[src/rtl/multicycle_controller.sv]
// ---------------------------------------------------------------------------
// multicycle_controller
//
// Moore-style multi-cycle control FSM for an RV32I datapath. Sequences
// FETCH / DECODE / EXEC / MEM / WB. Each datapath control signal is driven
// only in the phase that uses it. Instruction and data memory are accessed
// through variable-latency req/ack handshakes.
//
// Handshake semantics (imem and dmem alike): the controller raises req and
// holds it, never retracting it, until the cycle in which ack is high. That
// cycle completes the transfer. An ack seen while req is low is ignored.
// A req that stays un-acked through the cycle in which wait_cnt == WAIT_MAX
// sends the FSM to TRAP with bus_err set. An ack in that same cycle still
// completes the transfer normally.
//
// Parameters
//   WAIT_CNT_W   width of the memory wait counter
//   WAIT_MAX     last un-acked cycle count tolerated (< 2**WAIT_CNT_W)
//
// Ports
//   clk, rst_n     clock (rising edge), asynchronous active-low reset
//   opcode         instr[6:0], sampled when ir_load is high
//   imem_ack       instruction memory ack
//   dmem_ack       data memory ack
//   imem_req       instruction fetch request
//   ir_load        instruction register load strobe
//   dmem_req       data memory request
//   dmem_we        data memory write enable (SW), valid with dmem_req
//   alu_src        0 = rs2, 1 = immediate
//   alu_op         00 add, 01 branch, 10 R-type, 11 I-type ALU
//   mem_to_reg     writeback from data memory
//   reg_write      register file write enable
//   branch         branch compare phase
//   jump           JAL/JALR target select
//   jalr           JALR target = rs1 + imm
//   pc_to_reg      writeback from PC path
//   pc_reg_src     01 AUIPC, 10 LUI, 00 JAL/JALR
//   pc_write       PC update, one cycle per retired instruction
//   illegal        sticky illegal-opcode trap flag
//   bus_err        sticky memory-timeout trap flag
//   retire_cnt     retired instruction count (0 unless CTRL_RETIRE_CNT_EN)
//   fsm_state      current FSM state encoding (debug observation)
//
// Build option
//   CTRL_RETIRE_CNT_EN  when defined, retire_cnt counts pc_write strobes and
//                       wraps at 2**32. When undefined, no counter is built
//                       and retire_cnt is tied to zero.
// ---------------------------------------------------------------------------
module multicycle_controller #(
  parameter int WAIT_CNT_W = 4,
  parameter int WAIT_MAX   = 15
) (
  input  logic        clk,
  input  logic        rst_n,
  input  logic [6:0]  opcode,
  input  logic        imem_ack,
  input  logic        dmem_ack,
  output logic        imem_req,
  output logic        ir_load,
  output logic        dmem_req,
  output logic        dmem_we,
  output logic        alu_src,
  output logic [1:0]  alu_op,
  output logic        mem_to_reg,
  output logic        reg_write,
  output logic        branch,
  output logic        jump,
  output logic        jalr,
  output logic        pc_to_reg,
  output logic [1:0]  pc_reg_src,
  output logic        pc_write,
  output logic        illegal,
  output logic        bus_err,
  output logic [31:0] retire_cnt,
  output logic [2:0]  fsm_state
);

  // Opcodes recognised by the decoder.
  localparam logic [6:0] OP_R     = 7'b0110011;
  localparam logic [6:0] OP_LW    = 7'b0000011;
  localparam logic [6:0] OP_SW    = 7'b0100011;
  localparam logic [6:0] OP_I     = 7'b0010011;
  localparam logic [6:0] OP_BR    = 7'b1100011;
  localparam logic [6:0] OP_JALR  = 7'b1100111;
  localparam logic [6:0] OP_JAL   = 7'b1101111;
  localparam logic [6:0] OP_LUI   = 7'b0110111;
  localparam logic [6:0] OP_AUIPC = 7'b0010111;

  localparam logic [WAIT_CNT_W-1:0] WAIT_LIMIT = WAIT_CNT_W'(WAIT_MAX);

  typedef enum logic [2:0] {
    S_IDLE   = 3'd0,
    S_FETCH  = 3'd1,
    S_DECODE = 3'd2,
    S_EXEC   = 3'd3,
    S_MEM    = 3'd4,
    S_WB     = 3'd5,
    S_TRAP   = 3'd6
  } state_t;

  state_t                state;
  state_t                state_next;
  logic [6:0]            opcode_q;
  logic [WAIT_CNT_W-1:0] wait_cnt;
  logic                  illegal_q;
  logic                  bus_err_q;

  // Instruction class flags, all derived from the latched opcode.
  logic is_r, is_lw, is_sw, is_i, is_br, is_jalr, is_jal, is_lui, is_auipc;
  logic legal;

  assign is_r     = (opcode_q == OP_R);
  assign is_lw    = (opcode_q == OP_LW);
  assign is_sw    = (opcode_q == OP_SW);
  assign is_i     = (opcode_q == OP_I);
  assign is_br    = (opcode_q == OP_BR);
  assign is_jalr  = (opcode_q == OP_JALR);
  assign is_jal   = (opcode_q == OP_JAL);
  assign is_lui   = (opcode_q == OP_LUI);
  assign is_auipc = (opcode_q == OP_AUIPC);
  assign legal    = is_r | is_lw | is_sw | is_i | is_br | is_jalr |
                    is_jal | is_lui | is_auipc;

  // A timeout fires only when no ack arrives in the limit cycle; an ack in
  // that cycle wins.
  logic wait_expired;
  logic fetch_timeout;
  logic mem_timeout;

  assign wait_expired  = (wait_cnt == WAIT_LIMIT);
  assign fetch_timeout = (state == S_FETCH) && !imem_ack && wait_expired;
  assign mem_timeout   = (state == S_MEM)   && !dmem_ack && wait_expired;

  // -------------------------------------------------------------------------
  // State register
  // -------------------------------------------------------------------------
  always_ff @(posedge clk or negedge rst_n) begin
    if (!rst_n) begin
      state <= S_IDLE;
    end else begin
      state <= state_next;
    end
  end

  // -------------------------------------------------------------------------
  // Next-state logic
  // -------------------------------------------------------------------------
  always_comb begin
    state_next = state;
    case (state)
      S_IDLE:   state_next = S_FETCH;
      S_FETCH: begin
        if (imem_ack)           state_next = S_DECODE;
        else if (fetch_timeout) state_next = S_TRAP;
      end
      S_DECODE: state_next = legal ? S_EXEC : S_TRAP;
      S_EXEC: begin
        if (is_lw || is_sw)     state_next = S_MEM;
        else if (is_br)         state_next = S_FETCH;
        else                    state_next = S_WB;
      end
      S_MEM: begin
        if (dmem_ack)           state_next = is_sw ? S_FETCH : S_WB;
        else if (mem_timeout)   state_next = S_TRAP;
      end
      S_WB:     state_next = S_FETCH;
      S_TRAP:   state_next = S_TRAP;
      default:  state_next = S_IDLE;
    endcase
  end

  // -------------------------------------------------------------------------
  // Opcode latch, wait counter and sticky trap flags
  // -------------------------------------------------------------------------
  always_ff @(posedge clk or negedge rst_n) begin
    if (!rst_n) begin
      opcode_q  <= 7'h0;
      wait_cnt  <= '0;
      illegal_q <= 1'b0;
      bus_err_q <= 1'b0;
    end else begin
      if ((state == S_FETCH) && imem_ack) begin
        opcode_q <= opcode;
      end

      // Count restarts on every state change, so each request gets its own
      // budget. It advances only while a request is outstanding.
      if (state_next != state) begin
        wait_cnt <= '0;
      end else if (((state == S_FETCH) && !imem_ack) ||
                   ((state == S_MEM)   && !dmem_ack)) begin
        wait_cnt <= wait_cnt + WAIT_CNT_W'(1);
      end

      if ((state == S_DECODE) && !legal) begin
        illegal_q <= 1'b1;
      end
      if (fetch_timeout || mem_timeout) begin
        bus_err_q <= 1'b1;
      end
    end
  end

  // -------------------------------------------------------------------------
  // Output logic. Everything defaults low and is raised only in its phase.
  // IDLE and TRAP therefore drive no strobes. Because the outputs decode the
  // asynchronously reset state register, reset silences them immediately.
  // -------------------------------------------------------------------------
  always_comb begin
    imem_req   = 1'b0;
    ir_load    = 1'b0;
    dmem_req   = 1'b0;
    dmem_we    = 1'b0;
    alu_src    = 1'b0;
    alu_op     = 2'b00;
    mem_to_reg = 1'b0;
    reg_write  = 1'b0;
    branch     = 1'b0;
    jump       = 1'b0;
    jalr       = 1'b0;
    pc_to_reg  = 1'b0;
    pc_reg_src = 2'b00;
    pc_write   = 1'b0;
    case (state)
      S_FETCH: begin
        imem_req = 1'b1;
        ir_load  = imem_ack;
      end
      S_EXEC: begin
        alu_src  = is_lw | is_sw | is_i | is_jalr | is_lui | is_auipc;
        if (is_r)       alu_op = 2'b10;
        else if (is_i)  alu_op = 2'b11;
        else if (is_br) alu_op = 2'b01;
        else            alu_op = 2'b00;
        branch   = is_br;
        jump     = is_jal | is_jalr;
        jalr     = is_jalr;
        // Branches retire here; the compare result steers the PC mux.
        pc_write = is_br;
      end
      S_MEM: begin
        dmem_req = 1'b1;
        dmem_we  = is_sw;
        alu_src  = 1'b1;
        alu_op   = 2'b00;
        // Stores retire on the ack cycle; loads still need writeback.
        pc_write = dmem_ack & is_sw;
      end
      S_WB: begin
        reg_write  = 1'b1;
        pc_write   = 1'b1;
        mem_to_reg = is_lw;
        pc_to_reg  = is_jal | is_jalr | is_lui | is_auipc;
        if (is_auipc)    pc_reg_src = 2'b01;
        else if (is_lui) pc_reg_src = 2'b10;
        else             pc_reg_src = 2'b00;
        jump       = is_jal | is_jalr;
        jalr       = is_jalr;
      end
      default: begin
      end
    endcase
  end

  assign illegal   = illegal_q;
  assign bus_err   = bus_err_q;
  assign fsm_state = state;

`ifdef CTRL_RETIRE_CNT_EN
  logic [31:0] retire_q;

  always_ff @(posedge clk or negedge rst_n) begin
    if (!rst_n) begin
      retire_q <= 32'h0;
    end else if (pc_write) begin
      retire_q <= retire_q + 32'd1;
    end
  end

  assign retire_cnt = retire_q;
`else
  assign retire_cnt = 32'h0;
`endif

endmodule

[config.mk]
export PLATFORM = sky130hd
export DESIGN_NAME = multicycle_controller
export DESIGN_NICKNAME = d
export VERILOG_FILES = /design/src/rtl/multicycle_controller.sv
export SDC_FILE = /design/constraint.sdc
export NUM_CORES = 1
export LEC_CHECK = 0
export CAP_MARGIN = 15
export CORE_MARGIN = 8
export CORE_UTILIZATION = 30
export CTS_CLUSTER_DIAMETER = 100
export DETAILED_ROUTE_END_ITERATION = 8
export GPL_ROUTABILITY_DRIVEN = 0
export GPL_TIMING_DRIVEN = 0
export MAX_ROUTING_LAYER = met4
export PLACE_DENSITY_LB_ADDON = 0.12
export SETUP_SLACK_MARGIN = 0.05
export SLEW_MARGIN = 10
export SYNTH_ARGS = -nofsm -noshare
export SYNTH_HDL_FRONTEND = slang
export SYNTH_SLANG_ARGS = --single-unit
[constraint.sdc]
create_clock -name clk -period 1.8 [get_ports clk]
set_clock_uncertainty 0.1 [all_clocks]
set_input_delay 0.27 -clock clk [delete_from_list [all_inputs] [get_ports clk]]
set_output_delay 0.27 -clock clk [all_outputs]
set_load 0.02 [all_outputs]
==> results.sh, run 1 <==
export IMPL_tritoncts="done"
export IMPL_clock_root_buffer="sky130_fd_sc_hd__clkbuf_8"
export IMPL_netlist_cell_type_count=42
export IMPL_ctsHoldBuffers=0
export IMPL_layout_commonest_cell="sky130_fd_sc_hd__buf_4"
export IMPL_worst_endpoint_required_ps=1430
export IMPL_syn_avg_cell_area_um2=8.54
export IMPL_clock_fmax_mhz=468
export IMPL_critPathKind="flop to primary output"
export IMPL_cpPeakStageDelay_ps=400
export IMPL_grt_setup_unrepaired="true"
export IMPL_final_layout_size_suffix_gt1_frac=0.610
export IMPL_critical_path_n_buffers_inverters=1
export IMPL_post_route_period_util=1.19
export IMPL_synth_area_mux_share=0.0521
export IMPL_synth_adder_area_share=0.00983
export IMPL_logic_depth_of_the_worst_register_to_register_path=6
export IMPL_grt_overflow_total=0
export IMPL_mapped_area_um2=1270
export IMPL_number_of_setup_violations_in_the_final_report=17
export IMPL_timing_hold_worst_class="input pin to asynchronous set/reset pin"
export IMPL_wire_length_of_the_first_global_routing_pass_um=6410
export IMPL_final_critical_path_setup_slack_ps=-335
export IMPL_number_of_flops_mapped_to_enable_cells_by_yosys=0
export IMPL_dp_hpwl_um=2950
export IMPL_core_rowCount=23
export IMPL_arrival_ps=1770
export IMPL_power_per_standard_cell_area_nw_per_um2=1400
export IMPL_total_via_count_after_detailed_routing=1394
export IMPL_floorplan_die_width_um=81.1
export IMPL_drc_errors=0
export IMPL_path_depth=6
export IMPL_synth_simple_area_share=0.238
export IMPL_cts_max_path_buffers=2
export IMPL_violations="negative setup slack"
export IMPL_worstMarginPinSlew_ps=767
export IMPL_timing_max_cap_violations=0
export IMPL_synth_warning_count=0
export IMPL_worst_path_dominant_cell_family="simple AND/OR/NAND/NOR gates"
export IMPL_postSynth_asyncResetShare=1.00
export IMPL_timing_max_transition_violations_final=0
export IMPL_path_max_fanout=3
export IMPL_routed_wire_length_per_instance_um=15.1
export IMPL_synth_top_family_by_area="simple AND/OR/NAND/NOR gates"
export IMPL_p_leak_nw=1.19
export IMPL_timing_critical_path_cells="nand3b_1, or3_4, nor2_2, a21oi_2, o32ai_4, buf_6"
export IMPL_clock_sinks=16
export IMPL_io_buffer_count=31
export IMPL_drtIter0Drc=42
export IMPL_initial_core_util=0.316
export IMPL_layout_min_cycle_time_ps=2140
export IMPL_design_portCount=64
export IMPL_post_drt_via_cell_ratio=4.51
export IMPL_vdd_ir_drop_max_uv=828
export IMPL_start_kind="flop"
export IMPL_synth_yosys_seq_area_share=0.315
export IMPL_finalHoldViolations=0
export IMPL_synth_cells=149
export IMPL_setup_total_negative_slack_ps=-3560
export IMPL_critPathCaptureType="primary output"
export IMPL_num_nets_final=272
export IMPL_final_cell_mix="sky130_fd_sc_hd__buf_4 (71), sky130_fd_sc_hd__conb_1 (32), sky130_fd_sc_hd__buf_6 (22)"
export IMPL_fp_dieArea_um2=6580
export IMPL_cts_max_level=1
export IMPL_routed_wirelength_um=4670
export IMPL_xor_xnor_fraction_of_synth_area=0.0206
export IMPL_tritoncts_num_buffers=3
export IMPL_cts_clk_slew_worst_paths_ps=70
export IMPL_first_global_vias=1325
export IMPL_area_growth_pct=95.6
export IMPL_synth_seq_cells=16
export IMPL_synth_compound_area_share=0.128
export IMPL_yosys_most_used_dff="sky130_fd_sc_hd__dfrtp_1"
export IMPL_filler_cell_count=335
export IMPL_design_core_area_um2=4030
export IMPL_dpl_worst_slack_ps=-795
export IMPL_design_power_total_mw=3.48
export IMPL_fp_dieH_um=81.1
export IMPL_antenna_found_initial=0
export IMPL_globalRouteTotalUtil=0.124
export IMPL_result_of_the_run="finished with violations"
export IMPL_worst_slew_margin_rel=0.487
export IMPL_skew_pair_late_insertion_delay_ps=250
export IMPL_drtPass1Iterations=4
export IMPL_worst_path_max_delay_cell="sky130_fd_sc_hd__dfrtp_2"
export IMPL_hold_slack_ps=366
export IMPL_antenna_left=0
export IMPL_grt_start_max_net_pins=17
export IMPL_antenna_cells=0
## state kept, by name (all words and copies together) (netlist names)
register,count
fsm_state,3
illegal,1
wait_cnt,4
opcode_q,7
bus_err,1
## cells in the mapped netlist, types with 2 or more instances
| cell type | instances | area, um^2 |
|---|---|---|
| sky130_fd_sc_hd__a21oi_1 | 7 | 35.0 |
| sky130_fd_sc_hd__buf_4 | 34 | 255 |
| sky130_fd_sc_hd__dfrtp_1 | 16 | 400 |
| sky130_fd_sc_hd__inv_1 | 6 | 22.5 |
| sky130_fd_sc_hd__mux2_2 | 5 | 56.3 |
| sky130_fd_sc_hd__nand2_1 | 8 | 30.0 |
| sky130_fd_sc_hd__nand2b_1 | 3 | 18.8 |
| sky130_fd_sc_hd__nand3_1 | 3 | 15.0 |
| sky130_fd_sc_hd__nand3b_1 | 2 | 15.0 |
| sky130_fd_sc_hd__nor2_1 | 11 | 41.3 |
| sky130_fd_sc_hd__nor2b_1 | 2 | 12.5 |
| sky130_fd_sc_hd__nor3_1 | 8 | 40.0 |
| sky130_fd_sc_hd__nor3b_1 | 3 | 22.5 |
| sky130_fd_sc_hd__nor4_1 | 3 | 18.8 |
| sky130_fd_sc_hd__o21ai_0 | 6 | 30.0 |
| sky130_fd_sc_hd__o22ai_1 | 2 | 12.5 |
| sky130_fd_sc_hd__o32ai_1 | 3 | 26.3 |
| sky130_fd_sc_hd__or3_1 | 2 | 12.5 |
| sky130_fd_sc_hd__xor2_1 | 2 | 17.5 |
## stage by stage
stage | utilization | cell area (um^2) | std cells
3_3_place_gp | 0.476 | 1920 | 261
5_1_grt | 0.618 | 2490 | 309
4_1_cts | 0.543 | 2190 | 283
6_report | 0.618 | 2490 | 309
3_5_place_dp | 0.476 | 1920 | 261
2_1_floorplan | - | 1550 | 180
## layer usage
metal / global-route usage / routed length [um] / up-vias / share of wire
met5: - / 0 / - / 0
met4: 0.0161 / 53 / 0 / 0.011
met3: 0.0265 / 332 / 6 / 0.071
met2: 0.219 / 2420 / 48 / 0.52
met1: 0.143 / 1860 / 659 / 0.40
li1: - / - / 681 / -
## cell families (layout without fill, tap and decap cells)
kind of cell / after synthesis / after routing
muxes: 6 / 6
adders and majority gates: 1 / 1
xor gates and xnor gates: 3 / 3
buffers and inverters: 43 / 122
AOI/OAI and AO/OA: 25 / 25
DFF: 16 / 16
and+or+nand+nor: 54 / 54
other: 1 / 32
## final timing paths
path / start / endpoint / slack [ps]
hold / removal: rst_n / wait_cnt[2]$_DFFE_PN0P_ / 370
setup / recovery: opcode_q[3]$_DFFE_PN0P_ / pc_write / -340
max in group asynchronous: rst_n / opcode_q[5]$_DFFE_PN0P_ / 690
min in group clk: bus_err$_DFFE_PN0P_ / bus_err$_DFFE_PN0P_ / 370
setup reg to reg: opcode_q[3]$_DFFE_PN0P_ / wait_cnt[2]$_DFFE_PN0P_ / -220
hold reg to reg: bus_err$_DFFE_PN0P_ / bus_err$_DFFE_PN0P_ / 370
## power by group
| part | switching [mW] | internal, mW |
|---|---|---|
| sequential | 0.140 | 0.504 |
| combinational | 1.28 | 1.27 |
| clock | 0.128 | 0.157 |
## repair_timing
item,in CTS,in global routing
pin swaps,13,10
setup endpoints to repair,22,22
endpoints found under the hold margin,0,0
gates resized for setup,108,35
setup buffers,18,26
## worst reg2reg max path, cell delays in order (launching register included)
cell,delay (ps)
sky130_fd_sc_hd__dfrtp_2,400
sky130_fd_sc_hd__nand3b_1,170
sky130_fd_sc_hd__or3_4,360
sky130_fd_sc_hd__buf_4,150
sky130_fd_sc_hd__nor4_1,300
sky130_fd_sc_hd__o32a_1,330
sky130_fd_sc_hd__nor3_1,90
## cell type report
type | count | area [um^2] | share of cell area
Clock buffer | 4 | 45.0 | 0.0181
Tap cell | 50 | 62.6 | 0.0251
Timing Repair Buffer | 75 | 668 | 0.268
Sequential cell | 16 | 408 | 0.164
Multi-Input combinational cell | 121 | 976 | 0.392
Inverter | 6 | 25.0 | 0.0101
Buffer | 37 | 304 | 0.122
(Power assumes the default switching activity.)
==> inputs of run 2 (changes only) <==
Settings changed: CTS_CLUSTER_SIZE set to 10.
==> results of run 2 <==
Final layout, timing and power as in run 1 (identical DEF).
==> inputs of run 3 (changes only) <==
Settings changed: PLACE_DENSITY_LB_ADDON 0.12 to not set.
Clock period 1.8 ns to 2.5 ns, I/O delays scaled along.
==> results.sh, run 3 (synthesis results as in run 1) <==
export IMPL_cts_max_path_buffers=2
export IMPL_area_growth_pct=46.8
export IMPL_fp_dieArea_um2=6580
export IMPL_routed_wire_length_per_instance_um=12.9
export IMPL_critPathKind="flop to primary output"
export IMPL_arrival_ps=1880
export IMPL_p_leak_nw=0.908
export IMPL_post_drt_via_cell_ratio=4.44
export IMPL_worstMarginPinSlew_ps=744
export IMPL_worst_slew_margin_rel=0.502
export IMPL_layout_min_cycle_time_ps=2360
export IMPL_worst_endpoint_required_ps=2030
export IMPL_tritoncts="done"
export IMPL_num_nets_final=230
export IMPL_skew_pair_late_insertion_delay_ps=260
export IMPL_drtPass1Iterations=4
export IMPL_fp_dieH_um=81.1
export IMPL_drc_errors=0
export IMPL_clock_root_buffer="sky130_fd_sc_hd__clkbuf_8"
export IMPL_floorplan_die_width_um=81.1
export IMPL_layout_commonest_cell="sky130_fd_sc_hd__buf_4"
export IMPL_post_route_period_util=0.943
export IMPL_final_layout_size_suffix_gt1_frac=0.309
export IMPL_grt_overflow_total=0
export IMPL_routed_wirelength_um=3440
export IMPL_cts_max_level=1
export IMPL_filler_cell_count=419
export IMPL_power_per_standard_cell_area_nw_per_um2=900
export IMPL_place_area_um2=1760
export IMPL_globalRouteTotalUtil=0.103
export IMPL_final_cell_mix="sky130_fd_sc_hd__buf_4 (37), sky130_fd_sc_hd__conb_1 (32), sky130_fd_sc_hd__clkdlybuf4s50_1 (18)"
export IMPL_setup_total_negative_slack_ps=0
export IMPL_timing_hold_worst_class="flop to flop"
export IMPL_design_portCount=64
export IMPL_total_via_count_after_detailed_routing=1185
export IMPL_timing_max_cap_violations=0
export IMPL_start_kind="flop"
export IMPL_cts_clk_slew_worst_paths_ps=60
export IMPL_drtIter0Drc=39
export IMPL_clock_fmax_mhz=424
export IMPL_largest_register_ff_count=7
export IMPL_register_containing_the_most_flip_flops_in_the_final_layout="opcode_q"
export IMPL_core_rowCount=23
export IMPL_result_of_the_run="complete, no violations"
export IMPL_antenna_left=0
export IMPL_design_power_total_mw=1.68
export IMPL_timing_max_transition_violations_final=0
export IMPL_antenna_cells=0
export IMPL_design_core_area_um2=4030
export IMPL_initial_core_util=0.316
export IMPL_clock_sinks=16
export IMPL_vdd_ir_drop_max_uv=547
export IMPL_grt_setup_unrepaired="true"
export IMPL_io_buffer_count=31
export IMPL_antenna_found_initial=0
export IMPL_dp_hpwl_um=2710
export IMPL_path_max_fanout=5
export IMPL_finalHoldViolations=0
export IMPL_postLayoutCellArea_um2=1870
export IMPL_number_of_setup_violations_in_the_final_report=0
export IMPL_critPathCaptureType="primary output"
export IMPL_first_global_vias=1039
export IMPL_tritoncts_num_buffers=3
export IMPL_wire_length_of_the_first_global_routing_pass_um=5170
export IMPL_grt_start_max_net_pins=17
run 3: changes by cell type in the layout (fill, tap and decap cells not counted), sizes merged:
cell | before | now
dlygate4sd2 | 1 | 5
buf | 96 | 39
clkdlybuf4s15 | 0 | 6
clkdlybuf4s50 | 13 | 18
run 3: what timing repair did:
item | in CTS | in global routing
setup endpoints to repair | 13 | 12
resized for setup | 33 | 7
hold buffers | 0 | 0
gates cloned | 0 | 0
setup buffers | 0 | 3
endpoints found under the hold margin | 0 | 0
run 3: path summary, 6_finish.rpt:
kind	from	endpoint	slack (ps)	cells past startpoint
min reg2reg	bus_err$_DFFE_PN0P_	bus_err$_DFFE_PN0P_	360	1
max reg2reg	fsm_state[2]$_DFF_PN0_	wait_cnt[0]$_DFFE_PN0P_	380	5
max	opcode_q[3]$_DFFE_PN0P_	pc_write	140	6
min in group asynchronous	rst_n	illegal$_DFFE_PN0P_	460	1
max in group asynchronous	rst_n	bus_err$_DFFE_PN0P_	1370	1
min	bus_err$_DFFE_PN0P_	bus_err$_DFFE_PN0P_	360	1
run 3: power by group:
group | switching (mW) | internal (mW)
logic | 0.544 | 0.440
registers | 0.105 | 0.354
clock network | 0.0993 | 0.140
total | 0.748 | 0.933
run 3: area by class of cell:
type,count,area (um^2),share of cell area
buffer,36,274,0.147
sequential,16,400,0.214
timing repair buffer,34,330,0.177
inverter,6,22.5,0.0121
clock buffer,4,55.1,0.0295
multi-input combinational,121,723,0.387
tap,50,62.6,0.0335
run 3: per-layer routing:
metal | up-vias | track usage | share of wire
met5 | - | - | 0
met4 | 0 | 0.0214 | 0.0055
met3 | 2 | 0.0353 | 0.083
met2 | 33 | 0.167 | 0.51
met1 | 555 | 0.120 | 0.40
li1 | 595 | - | -
run 3: per-stage QoR:
step	instances	hold slack (ps)	setup WS, ps	utilization
final	267	359	143	0.464
after global routing	267	392	31.7	0.464
after detailed placement	261	348	-214	0.437
after global placement	261	348	-233	0.437
after floorplan	180	-20.6	251	-
after CTS	264	364	54.7	0.454
run 3: critical path, cell delays in order (launching register included):
cell                       delay (ps)
sky130_fd_sc_hd__dfrtp_1          420
sky130_fd_sc_hd__nand3b_1         210
sky130_fd_sc_hd__or3_4            380
sky130_fd_sc_hd__nor2_1           110
sky130_fd_sc_hd__a21oi_1           80
sky130_fd_sc_hd__o32ai_2          220
sky130_fd_sc_hd__buf_2            210
